[config.mk]
export PLATFORM = sky130hd
export DESIGN_NAME = lcd_bus_receiver
export DESIGN_NICKNAME = d
export VERILOG_FILES = /design/src/rtl/lcd_bus_receiver.sv
export SDC_FILE = /design/constraint.sdc
export NUM_CORES = 1
export LEC_CHECK = 0
export ABC_AREA = 0
export ABC_CLOCK_PERIOD_IN_PS = 8160
export CORE_ASPECT_RATIO = 2
export CORE_MARGIN = 2
export CORE_UTILIZATION = 62
export DETAILED_ROUTE_END_ITERATION = 10
export PLACE_DENSITY_LB_ADDON = 0.2
export SETUP_SLACK_MARGIN = 0.1
export SLEW_MARGIN = 20
export SYNTH_ARGS = -nofsm -noshare
export SYNTH_HDL_FRONTEND = slang
export SYNTH_SLANG_ARGS = --single-unit
[constraint.sdc]
create_clock -name clk -period 8.16 [get_ports clk]
set_clock_uncertainty 0.05 [all_clocks]
set_input_delay 2.448 -clock clk [delete_from_list [all_inputs] [get_ports clk]]
set_output_delay 2.448 -clock clk [all_outputs]
set_load 0.02 [all_outputs]
[src/rtl/lcd_bus_receiver.sv]
// lcd_bus_receiver: responder for an 8-bit 8080-style LCD write bus.
// Decodes the ILI9341-style command stream (CASET/PASET/RAMWR/SWRESET) and
// emits one pixel event per received RGB565 pixel, with its window coordinates.
//
// Ports:
//   clk, resetN             system clock, async active-low reset
//   lcd_db[7:0], lcd_wr     bus byte and write strobe (byte taken on wr rise)
//   lcd_d_c                 0 = command, 1 = data/parameter
//   lcd_reset               bus reset, active-low, behaves like SWRESET
//   cmd_valid, cmd_code     command pulse and last command byte
//   pxl_valid, pxl_x/y      pixel pulse and its coordinates
//   pxl_rgb565, pxl_rgb12   raw pixel and its 4:4:4 reduction
//   frame_done              pixel at (EC, EP) wraps the window
//   protocol_err            rejected CASET/PASET parameter set
module lcd_bus_receiver #(
    parameter int unsigned WIDTH  = 320,
    parameter int unsigned HEIGHT = 240
) (
    input  logic        clk,
    input  logic        resetN,
    input  logic [7:0]  lcd_db,
    input  logic        lcd_wr,
    input  logic        lcd_d_c,
    input  logic        lcd_reset,
    output logic        cmd_valid,
    output logic [7:0]  cmd_code,
    output logic        pxl_valid,
    output logic [15:0] pxl_x,
    output logic [15:0] pxl_y,
    output logic [15:0] pxl_rgb565,
    output logic [11:0] pxl_rgb12,
    output logic        frame_done,
    output logic        protocol_err
);

    localparam logic [15:0] EC_DEF = 16'(WIDTH - 1);
    localparam logic [15:0] EP_DEF = 16'(HEIGHT - 1);

    localparam logic [7:0] CMD_SWRESET = 8'h01;
    localparam logic [7:0] CMD_CASET   = 8'h2A;
    localparam logic [7:0] CMD_PASET   = 8'h2B;
    localparam logic [7:0] CMD_RAMWR   = 8'h2C;

    typedef enum logic [2:0] {
        ST_IDLE,
        ST_CASET,
        ST_PASET,
        ST_RAMWR_HI,
        ST_RAMWR_LO,
        ST_IGNORE
    } state_t;

    // Two-flop synchronizers plus a third wr stage for rise detection
    logic [7:0] db_s1, db_s2;
    logic       dc_s1, dc_s2;
    logic       wr_s1, wr_s2, wr_s3;
    logic       rst_s1, rst_s2;

    // Registered byte event: sets the 3-clk strobe-to-output latency
    logic       ev_valid;
    logic [7:0] ev_db;
    logic       ev_dc;

    state_t      state;
    logic [1:0]  idx;
    logic [15:0] p_start;
    logic [7:0]  p_end_hi;
    logic [7:0]  hi_byte;
    logic [15:0] sc, ec, sp, ep;
    logic [15:0] cur_x, cur_y;

    logic [15:0] new_end;
    logic        win_ok;

    // Synchronizer chain
    always_ff @(posedge clk or negedge resetN) begin
        if (!resetN) begin
            db_s1  <= '0;
            db_s2  <= '0;
            dc_s1  <= 1'b0;
            dc_s2  <= 1'b0;
            wr_s1  <= 1'b0;
            wr_s2  <= 1'b0;
            wr_s3  <= 1'b0;
            rst_s1 <= 1'b0;
            rst_s2 <= 1'b0;
        end else begin
            db_s1  <= lcd_db;
            db_s2  <= db_s1;
            dc_s1  <= lcd_d_c;
            dc_s2  <= dc_s1;
            wr_s1  <= lcd_wr;
            wr_s2  <= wr_s1;
            wr_s3  <= wr_s2;
            rst_s1 <= lcd_reset;
            rst_s2 <= rst_s1;
        end
    end

    // Byte event capture; strobes seen while the bus is held in reset are dropped
    always_ff @(posedge clk or negedge resetN) begin
        if (!resetN) begin
            ev_valid <= 1'b0;
            ev_db    <= '0;
            ev_dc    <= 1'b0;
        end else begin
            ev_valid <= wr_s2 & ~wr_s3 & rst_s2;
            ev_db    <= db_s2;
            ev_dc    <= dc_s2;
        end
    end

    // Window check on the 4th CASET/PASET parameter byte
    always_comb begin
        new_end = {p_end_hi, ev_db};
        win_ok  = 1'b0;
        if (p_start <= new_end) begin
            if (state == ST_CASET) begin
                win_ok = 32'(new_end) < WIDTH;
            end else begin
                win_ok = 32'(new_end) < HEIGHT;
            end
        end
    end

    // Command decoder, window registers, cursor and output registers
    always_ff @(posedge clk or negedge resetN) begin
        if (!resetN) begin
            state        <= ST_IDLE;
            idx          <= '0;
            p_start      <= '0;
            p_end_hi     <= '0;
            hi_byte      <= '0;
            sc           <= '0;
            ec           <= EC_DEF;
            sp           <= '0;
            ep           <= EP_DEF;
            cur_x        <= '0;
            cur_y        <= '0;
            cmd_valid    <= 1'b0;
            cmd_code     <= '0;
            pxl_valid    <= 1'b0;
            pxl_x        <= '0;
            pxl_y        <= '0;
            pxl_rgb565   <= '0;
            pxl_rgb12    <= '0;
            frame_done   <= 1'b0;
            protocol_err <= 1'b0;
        end else begin
            cmd_valid    <= 1'b0;
            pxl_valid    <= 1'b0;
            frame_done   <= 1'b0;
            protocol_err <= 1'b0;

            if (!rst_s2) begin
                // Bus reset: same effect as SWRESET, held while low
                state <= ST_IDLE;
                idx   <= '0;
                sc    <= '0;
                ec    <= EC_DEF;
                sp    <= '0;
                ep    <= EP_DEF;
            end else if (ev_valid) begin
                if (!ev_dc) begin
                    cmd_valid <= 1'b1;
                    cmd_code  <= ev_db;
                    idx       <= '0;
                    case (ev_db)
                        CMD_CASET: state <= ST_CASET;
                        CMD_PASET: state <= ST_PASET;
                        CMD_RAMWR: begin
                            state <= ST_RAMWR_HI;
                            cur_x <= sc;
                            cur_y <= sp;
                        end
                        CMD_SWRESET: begin
                            state <= ST_IDLE;
                            sc    <= '0;
                            ec    <= EC_DEF;
                            sp    <= '0;
                            ep    <= EP_DEF;
                        end
                        default: state <= ST_IGNORE;
                    endcase
                end else begin
                    case (state)
                        ST_CASET, ST_PASET: begin
                            idx <= idx + 2'd1;
                            case (idx)
                                2'd0: p_start[15:8] <= ev_db;
                                2'd1: p_start[7:0]  <= ev_db;
                                2'd2: p_end_hi      <= ev_db;
                                default: begin
                                    if (win_ok) begin
                                        if (state == ST_CASET) begin
                                            sc <= p_start;
                                            ec <= new_end;
                                        end else begin
                                            sp <= p_start;
                                            ep <= new_end;
                                        end
                                    end else begin
                                        protocol_err <= 1'b1;
                                    end
                                    state <= ST_IGNORE;
                                end
                            endcase
                        end
                        ST_RAMWR_HI: begin
                            hi_byte <= ev_db;
                            state   <= ST_RAMWR_LO;
                        end
                        ST_RAMWR_LO: begin
                            pxl_valid  <= 1'b1;
                            pxl_x      <= cur_x;
                            pxl_y      <= cur_y;
                            pxl_rgb565 <= {hi_byte, ev_db};
                            // {R[15:12], G[10:7], B[4:1]}
                            pxl_rgb12  <= {hi_byte[7:4], hi_byte[2:0], ev_db[7], ev_db[4:1]};
                            if (cur_x == ec) begin
                                cur_x <= sc;
                                if (cur_y == ep) begin
                                    cur_y      <= sp;
                                    frame_done <= 1'b1;
                                end else begin
                                    cur_y <= cur_y + 16'd1;
                                end
                            end else begin
                                cur_x <= cur_x + 16'd1;
                            end
                            state <= ST_RAMWR_HI;
                        end
                        default: ;
                    endcase
                end
            end
        end
    end

endmodule
==> summary.md, run 1 <==
| Metric | Value |
|---|---|
| Cell count after synthesis | `934` |
| Final min period | `3990 ps` |
| Clk Tree Root Cell | `clkbuf_16` |
| Vias/cell | `5.91` |
| Hpwl dp | `15.3 mm` |
| Synthesized area | `0.00985 mm2` |
| Initial Utilization | `0.628` |
| Synthesis-stage register bit count | `226` |
| Hold buffer count at cts | `0` |
| Distinct cells, synth | `66` |
| Fin Setup TNS | `0 ps` |
| Pre-antenna DRT Iters | `6` |
| Ports | `85` |
| Post-Layout Inst Area | `0.0114 mm2` |
| Global-route wire length before repair | `36.2 mm` |
| Max clock buf depth | `3` |
| Power per cell area | `201 mW/mm2` |
| Antenna cells | `0` |
| Number of global-route vias before repair | `6970` |
| RSZ-0062 raised after global routing | `false` |
| Crit path cell chain | `clkdlybuf4s50_1` |
| Total track usage | `0.271` |
| Async S/R FF share, synth | `1.00` |
| HP Start | `db_s1[5]` |
| CP endpoint kind | `output pin` |
| Gpl congestion | `0.905` |
| Hold path endpoint | `db_s2[5]` |
| Routed WL per cell | `18.6 um` |
| Most numerous cell in the Yosys netlist | `dfrtp_1` |
| Fin. max-slew vios | `0` |
| Mapped Avg Cell Area | `10.5 um2` |
| Synth warn | `0` |
| Std-Cell Rows | `65` |
| DRT antenna net count | `0` |
| Clk Latency, worst-skew pair | `490 ps` |
| Hold depth | `0` |
| Fraction of layout cells with a size suffix above 1 | `0.0838` |
| CP Class | `reg -> out` |
| Top cells by area, synth | `dfrtp_1 54%, nand2_1 8.0%, dfstp_2 3.7%` |
| Post-synth top cells | `212 x dfrtp_1, 211 x nand2_1, 71 x o21ai_0` |
| EDFF count, synth | `0` |
| Fin util | `0.725` |
| Final setup viols | `0` |
| CP max FO | `3` |
| H-tree Lvls | `1` |
| R2R Setup Slk | `4640 ps` |
| Via Count | `7115` |
| Slew at the pin closest to its max-slew limit | `951 ps` |
| DRC | `0` |
| Reg-to-reg endpoint | `cur_y[0]` |
| Area fraction of the dominant cell type after synthesis | `0.538` |
| Largest net degree at the start of global routing | `97` |
| Critical path arrival | `1500 ps` |
| Die Height | `182 um` |
| F_max | `250 MHz` |
| Critical Path Max Stage Delay | `630 ps` |
| Mapped Nets | `969` |
| Slowest cell on crit path | `clkdlybuf4s50_1` |
| Clk pin slew, worst setup/hold paths | `60 ps` |
| Critical path launch point type | `flip-flop` |
| DRT iter0 DRCs | `590` |
| FF-to-FF path depth | `7` |
| Sink Count | `226` |
| Worst hold path class | `reg -> reg` |
| FF-to-FF Start | `ev_dc` |
| Post-CTS sizing | `0` |
| Synth Flop Type | `dfrtp_1` |
| Slew Limit Headroom | `0.366` |
| Max-Cap Viols | `0` |
| Grt ovf | `0` |
| Final Hold Viols | `0` |
| Seq/Total Area, Yosys | `0.576` |
| DIE WIDTH | `93.1 um` |
| Status | `complete, no violations` |
| Post-CTS setup buffers | `0` |
| Initial antenna violation count | `0` |
| Area leader, netlist | `dfrtp_1` |
| TritonCTS clock tree | `built` |
| Area growth from synthesis to layout | `15.5%` |
| Delay-heaviest family, CP | `buffers and inverters` |
| PortBufs | `84` |
| Final WL | `22.4 mm` |
| P_leak | `5.34 nW` |
| Core box area | `0.0157 mm2` |
| DIE AREA | `0.0170 mm2` |
| Clock buffer count from CTS | `20` |
| Nets | `1023` |
| Placed instance area | `0.0107 mm2` |
| Buffers plus inverters on the worst setup path | `1` |
| WP data required | `5660 ps` |
| Final period util | `0.489` |
| Worst VDD drop | `0.190 mV` |
==> worst max path at each step <==
stage                      to  slack [ps]            from  cells after the start
2_1_floorplan  pxl_rgb565[10]        5040  pxl_rgb565[10]                      1
3_3_place_gp        pxl_x[15]        4220          resetN                      2
3_5_place_dp           ec[15]        4200          resetN                      2
4_1_cts          pxl_rgb12[6]        4150   pxl_rgb565[9]                      1
5_1_grt        pxl_rgb565[12]        4120  pxl_rgb565[12]                      1
6_report         pxl_rgb12[6]        4170   pxl_rgb565[9]                      1
==> cell usage in the layout (no fill, tap or decap), types with 4 or more instances in the layout <==
master and instances:
dfrtp_1 212, nand2_1 211, clkdlybuf4s50_1 83, o21ai_0 71
xor2_1 36, a21oi_1 35, inv_1 34, a22o_1 34
ha_1 22, clkbuf_16 21, and2_1 20, nand3_1 19
nand4_1 17, dfstp_2 14, nor4_1 13, nor2_1 10
a2bb2oi_1 10, nor3_1 8, mux2_2 8, buf_4 8
nand2b_1 7, a22oi_1 7, o22ai_1 6, clkinv_2 6
nor2b_1 5, a21o_1 5, and3_1 5, o21a_1 4
a31o_2 4, o311ai_0 4
==> layer usage <==
layer,part of all wire,GRT usage,up-vias
met2,0.53,0.477,224
met1,0.38,0.327,3470
li1,-,-,3341
met3,0.040,0.0301,80
met4,0.052,0.132,0
met5,0,0,-
==> through the flow <==
stage	instances	hold WS [ps]	setup WS (ps)	power, mW
4_1_cts	1203	300	4150	2.31
6_report	1203	298	4170	2.29
3_5_place_dp	1167	285	4200	1.35
3_3_place_gp	1167	282	4220	1.35
2_1_floorplan	934	281	5040	1.28
5_1_grt	1203	304	4120	2.37
==> report_power, final <==
| group | total [mW] | leakage, nW | internal (mW) | switching [mW] |
|---|---|---|---|---|
| registers | 1.17 | 3.02 | 1.15 | 0.0287 |
| logic | 0.160 | 1.99 | 0.0576 | 0.102 |
| clock network | 0.958 | 0.328 | 0.548 | 0.410 |
==> cells by family (layout without fill, tap and decap cells) <==
group | after synthesis | count (layout) | synth area share
adders and majority gates | 23 | 23 | 0.0290
xor gates and xnor gates | 38 | 38 | 0.0338
and+or+nand+nor | 331 | 331 | 0.155
DFF | 226 | 226 | 0.576
buffers and inverters | 94 | 162 | 0.0457
muxes | 11 | 11 | 0.0122
AOI/OAI and AO/OA | 211 | 211 | 0.148
==> area by class of cell <==
type / count / area (um2)
Sequential cell: 226 / 5670
Fill cell: 1133 / 4320
Multi-Input combinational cell: 614 / 3740
Timing Repair Buffer: 92 / 906
Clock buffer: 25 / 551
Tap cell: 201 / 251
Inverter: 34 / 128
Clock inverter: 11 / 121
Power figures use the tool's default switching activity.
==> inputs of run 2 (changes only) <==
--- a/config.mk
+++ b/config.mk
@@ -6,10 +6,10 @@
 export NUM_CORES = 1
 export LEC_CHECK = 0
 export ABC_AREA = 0
-export ABC_CLOCK_PERIOD_IN_PS = 8160
+export ABC_CLOCK_PERIOD_IN_PS = 3600
 export CORE_ASPECT_RATIO = 2
 export CORE_MARGIN = 2
-export CORE_UTILIZATION = 62
+export CORE_UTILIZATION = 52
 export DETAILED_ROUTE_END_ITERATION = 10
 export PLACE_DENSITY_LB_ADDON = 0.2
 export SETUP_SLACK_MARGIN = 0.1
==> constraint.sdc (replaced) <==
create_clock -name clk -period 3.6 [get_ports clk]
set_clock_uncertainty 0.05 [all_clocks]
set_input_delay 1.08 -clock clk [delete_from_list [all_inputs] [get_ports clk]]
set_output_delay 1.08 -clock clk [all_outputs]
set_load 0.02 [all_outputs]
==> summary.md, run 2 (synthesized netlist as in run 1, its figures left out) <==
| Metric | Value |
|---|---|
| Antenna cells | `0` |
| Placed instance area | `0.0108 mm2` |
| Final Hold Viols | `0` |
| PortBufs | `84` |
| Most frequent cells in the layout | `212 x dfrtp_1, 211 x nand2_1, 83 x clkdlybuf4s50_1` |
| DRT antenna net count | `0` |
| Clk Latency, worst-skew pair | `500 ps` |
| Std-Cell Rows | `71` |
| RSZ-0062 raised after global routing | `false` |
| Total track usage | `0.242` |
| Final min period | `2900 ps` |
| H-tree Lvls | `1` |
| DRT iter0 DRCs | `351` |
| Nets | `1033` |
| Clock buffer count from CTS | `20` |
| Max clock buf depth | `3` |
| TritonCTS clock tree | `built` |
| Switching pwr | `1.20 mW` |
| Post-Layout Inst Area | `0.0115 mm2` |
| Critical Path Max Stage Delay | `570 ps` |
| CP max FO | `25` |
| Routed WL per cell | `18.9 um` |
| Placed Instances | `1195` |
| CP Class | `reg -> reg` |
| Sequential Power Share | `0.518` |
| Grt ovf | `0` |
| Slew Limit Headroom | `0.479` |
| Gpl congestion | `0.905` |
| WP data required | `3950 ps` |
| DIE AREA | `0.0201 mm2` |
| Max-Cap Viols | `0` |
| Vias/cell | `5.74` |
| Cell Count, Final, Fillers Out | `1231` |
| Ports | `85` |
| Post-CTS sizing | `0` |
| Critical path arrival | `3250 ps` |
| Slew at the pin closest to its max-slew limit | `778 ps` |
| Status | `complete, no violations` |
| # fillers | `1574` |
| DIE WIDTH | `101 um` |
| Post-CTS setup buffers | `0` |
| Initial Utilization | `0.528` |
| Area growth from synthesis to layout | `16.5%` |
| Pre-CTS WS | `714 ps` |
| Final WL | `23.3 mm` |
| DRC | `0` |
| Most common cell after layout, fill and taps aside | `dfrtp_1` |
| Clk pin slew, worst setup/hold paths | `70 ps` |
| Slowest cell on crit path | `or4_4` |
| Clk Tree Root Cell | `clkbuf_16` |
| Clock network power share | `0.409` |
| Hpwl dp | `16.9 mm` |
| Pre-antenna DRT Iters | `4` |
| Worst hold path class | `reg -> reg` |
| Initial antenna violation count | `0` |
| P_leak | `5.37 nW` |
| Internal power | `3.93 mW` |
| Die Height | `199 um` |
| Final worst slack | `696 ps` |
| Fraction of layout cells with a size suffix above 1 | `0.0870` |
| Via Count | `7061` |
| Core box area | `0.0187 mm2` |
| Hold WS | `297 ps` |
| Hold buffer count at cts | `0` |
| Power per cell area | `447 mW/mm2` |
| Largest net degree at the start of global routing | `83` |
| Combinational share of power | `0.073` |
| Crit path cell chain | `inv_1 -> ha_1 -> nand4_1 -> or4_4 -> nor4_1 -> o21ai_0 -> o21a_4 -> a22o_2` |
| Sink Count | `226` |
| Global-route wire length before repair | `37.8 mm` |
| F_max | `344 MHz` |
| Number of global-route vias before repair | `6969` |
| Final setup viols | `0` |
| Fin Setup TNS | `0 ps` |
| Final period util | `0.807` |
| Critical path launch point type | `flip-flop` |
| Fin. max-slew vios | `0` |
| CP endpoint kind | `flip-flop` |
| Switch share | `0.234` |
| Worst VDD drop | `0.393 mV` |
## run 2: final timing paths
path	startpoint	end	cells past startpoint	slack (ps)
max	ev_db[5]	ep[4]	8	700
max reg2reg	ev_db[5]	ep[4]	8	700
min reg2reg	dc_s2	ev_dc	0	300
max in group asynchronous	resetN	cur_x[10]	2	2230
min in group asynchronous	resetN	cur_y[4]	1	430
min	dc_s2	ev_dc	0	300
## run 2: layout make-up
type                    count  area (um2)  share of cell area
flip-flops and latches    226        5670               0.494
multi-input cells         614        3740               0.326
repair buffers            102        1020              0.0887
clock buffers              32         587              0.0511
well taps                 219         274              0.0239
inverters                  34         128              0.0111
clock inverters             4        51.3             0.00447
## run 2: layer usage
layer	vias to the layer above	routed length, um	GRT usage
li1	3357	-	-
met4	0	1360	0.128
met3	83	732	0.0264
met5	-	0	0
met1	3453	8920	0.293
met2	168	12300	0.420
## run 2: stage by stage
step,total power [mW],util
CTS,5.18,0.615
finish,5.13,0.615
detailed placement,3.08,0.581
global placement,3.08,0.581
floorplan,2.90,-
global route,5.31,0.615
## run 2: power by group through the flow
stage	Combinational (mW)	Clock [mW]	Sequential (mW)
floorplan	0.189	0	2.71
detailed placement	0.380	0	2.70
CTS	0.382	2.15	2.65
finish	0.375	2.10	2.66
global route	0.415	2.24	2.66
global placement	0.376	0	2.70
## run 2: worst max-delay path, delay by kind of cell, from the launching register on
family	cells	cell delay, ps
buffers and inverters	1	230
adder cells (fa/ha/maj)	1	370
AND/OR/NAND/NOR	3	1000
flip-flops	1	440
AO/OA/AOI/OAI	3	710
==> inputs of run 3 (changes only) <==
--- a/config.mk
+++ b/config.mk
@@ -6,10 +6,10 @@
 export NUM_CORES = 1
 export LEC_CHECK = 0
 export ABC_AREA = 0
-export ABC_CLOCK_PERIOD_IN_PS = 3600
+export ABC_CLOCK_PERIOD_IN_PS = 2760
 export CORE_ASPECT_RATIO = 2
 export CORE_MARGIN = 2
-export CORE_UTILIZATION = 52
+export CORE_UTILIZATION = 58
 export DETAILED_ROUTE_END_ITERATION = 10
 export PLACE_DENSITY_LB_ADDON = 0.2
 export SETUP_SLACK_MARGIN = 0.1
==> constraint.sdc (replaced) <==
create_clock -name clk -period 2.76 [get_ports clk]
set_clock_uncertainty 0.05 [all_clocks]
set_input_delay 0.828 -clock clk [delete_from_list [all_inputs] [get_ports clk]]
set_output_delay 0.828 -clock clk [all_outputs]
set_load 0.02 [all_outputs]
==> summary.md, run 3 (synthesized netlist as in run 1, its figures left out) <==
| Metric | Value |
|---|---|
| Hpwl dp | `17.5 mm` |
| Clk pin slew, worst setup/hold paths | `70 ps` |
| Origin of the worst setup path | `ev_db[1]` |
| Gpl congestion | `1.01` |
| Final period util | `0.949` |
| Clk Tree Root Cell | `clkbuf_16` |
| Final WL | `25.0 mm` |
| FF-to-FF Start | `ev_db[1]` |
| Pre-antenna DRT Iters | `5` |
| Status | `complete, no violations` |
| Slew Limit Headroom | `0.593` |
| CP Class | `reg -> reg` |
| Core box area | `0.0167 mm2` |
| Fin. max-slew vios | `0` |
| Largest net degree at the start of global routing | `70` |
| Worst VDD drop | `0.588 mV` |
| Sink Count | `226` |
| Std-Cell Rows | `67` |
| CP endpoint kind | `flip-flop` |
| Total track usage | `0.282` |
| Global-route wire length before repair | `38.8 mm` |
| P_leak | `5.64 nW` |
| Clock buffer count from CTS | `21` |
| DRT iter0 DRCs | `398` |
| Critical path launch point type | `flip-flop` |
| Slowest cell on crit path | `or4_4` |
| Initial Utilization | `0.591` |
| Critical Path Max Stage Delay | `550 ps` |
| DIE WIDTH | `96.2 um` |
| RSZ-0062 raised after global routing | `true` |
| Power per cell area | `571 mW/mm2` |
| WP data required | `3110 ps` |
| Max clock buf depth | `3` |
| DRT antenna net count | `0` |
| Via Count | `7314` |
| CP max FO | `12` |
| Fin Setup TNS | `0 ps` |
| PortBufs | `84` |
| Most common cell after layout, fill and taps aside | `nand2_1` |
| Hold buffer count at cts | `0` |
| Final Hold Viols | `0` |
| Slew at the pin closest to its max-slew limit | `611 ps` |
| Max-Cap Viols | `0` |
| Fraction of layout cells with a size suffix above 1 | `0.140` |
| Area growth from synthesis to layout | `21.6%` |
| H-tree Lvls | `1` |
| Grt ovf | `0` |
| Die Height | `188 um` |
| Final min period | `2620 ps` |
| F_max | `382 MHz` |
| Initial antenna violation count | `0` |
| Routed WL per cell | `19.7 um` |
| DIE AREA | `0.0181 mm2` |
| Antenna cells | `0` |
| Clk Latency, worst-skew pair | `510 ps` |
| Crit path cell chain | `buf_4 -> nor3_1 -> nand4_1 -> o211a_1 -> or4_4 -> o21a_2 -> a22o_1` |
| Worst hold path class | `in -> async` |
| Most frequent cells in the layout | `211 x nand2_1, 209 x dfrtp_1, 83 x clkdlybuf4s50_1` |
| DRC | `0` |
| TritonCTS clock tree | `built` |
| Ports | `85` |
| Total power | `6.84 mW` |
| Vias/cell | `5.78` |
| Critical path arrival | `2970 ps` |
| Number of global-route vias before repair | `7157` |
| Nets | `1079` |
| Final setup viols | `0` |
run 3: cell count changes in the layout (fill, tap and decap cells not counted), moves of 2 or more:
cell,change
buf_4,+36
buf_12,+4
clkbuf_1,-4
clkinvlp_4,+4
dfrtp_1,-3
dfrtp_2,+3
buf_6,+2
clkbuf_16,+2
clkinv_2,+2
ha_1,-2
ha_4,+2
o21ai_0,-2
run 3: cell type report:
| type | instances | area [um2] |
|---|---|---|
| clock buffers | 27 | 558 |
| clock inverters | 11 | 100 |
| fillers | 1229 | 4700 |
| inverters | 34 | 130 |
| multi-input cells | 615 | 3810 |
| flip-flops and latches | 226 | 5680 |
| well taps | 207 | 259 |
| repair buffers | 146 | 1440 |
run 3: critical path: cells and delay by family (launching register included):
kind,cells,cell delay (ps)
DFF,1,380
and+or+nand+nor,3,1140
buffers and inverters,1,150
AOI/OAI and AO/OA,3,780
run 3: where the power goes:
| group | total (mW) | leakage (nW) | switching, mW | internal (mW) |
|---|---|---|---|---|
| clock network | 2.81 | 0.307 | 1.27 | 1.54 |
| registers | 3.45 | 3.02 | 0.0646 | 3.39 |
| logic | 0.581 | 2.32 | 0.350 | 0.231 |
run 3: repair_timing:
action / CTS / global route
buffers inserted: 0 / 8
resized for setup: 0 / 16
hold endpoints to repair: 0 / 0
setup endpoints to repair: 0 / 57
run 3: routing by layer:
metal | vias up | wire [um] | track usage
li1 | 3444 | - | -
met5 | - | 0 | 0
met3 | 72 | 970 | 0.0284
met1 | 3572 | 8980 | 0.331
met2 | 226 | 13300 | 0.482
met4 | 0 | 1710 | 0.176
run 3: final timing paths:
path | cells past startpoint | slack [ps] | end
worst max-delay path | 7 | 140 | sp[5]
worst min-delay path | 1 | 210 | cmd_valid
worst max register to register | 7 | 140 | sp[5]
worst min register to register | 0 | 300 | db_s2[4]
max in group asynchronous | 2 | 1660 | ec[0]
min in group clk | 0 | 300 | db_s2[4]
run 3: metrics by stage:
step                instance area (um2)  hold slack (ps)  utilization  setup slack (ps)  std cells
global route                      12000              252        0.718              81.1       1266
finish                            12000              210        0.718               140       1266
detailed placement                11100              286        0.667               162       1216
CTS                               11800              223        0.706               147       1254
floorplan                          9850              281            -               158        934
global placement                  11100              282        0.667               169       1216
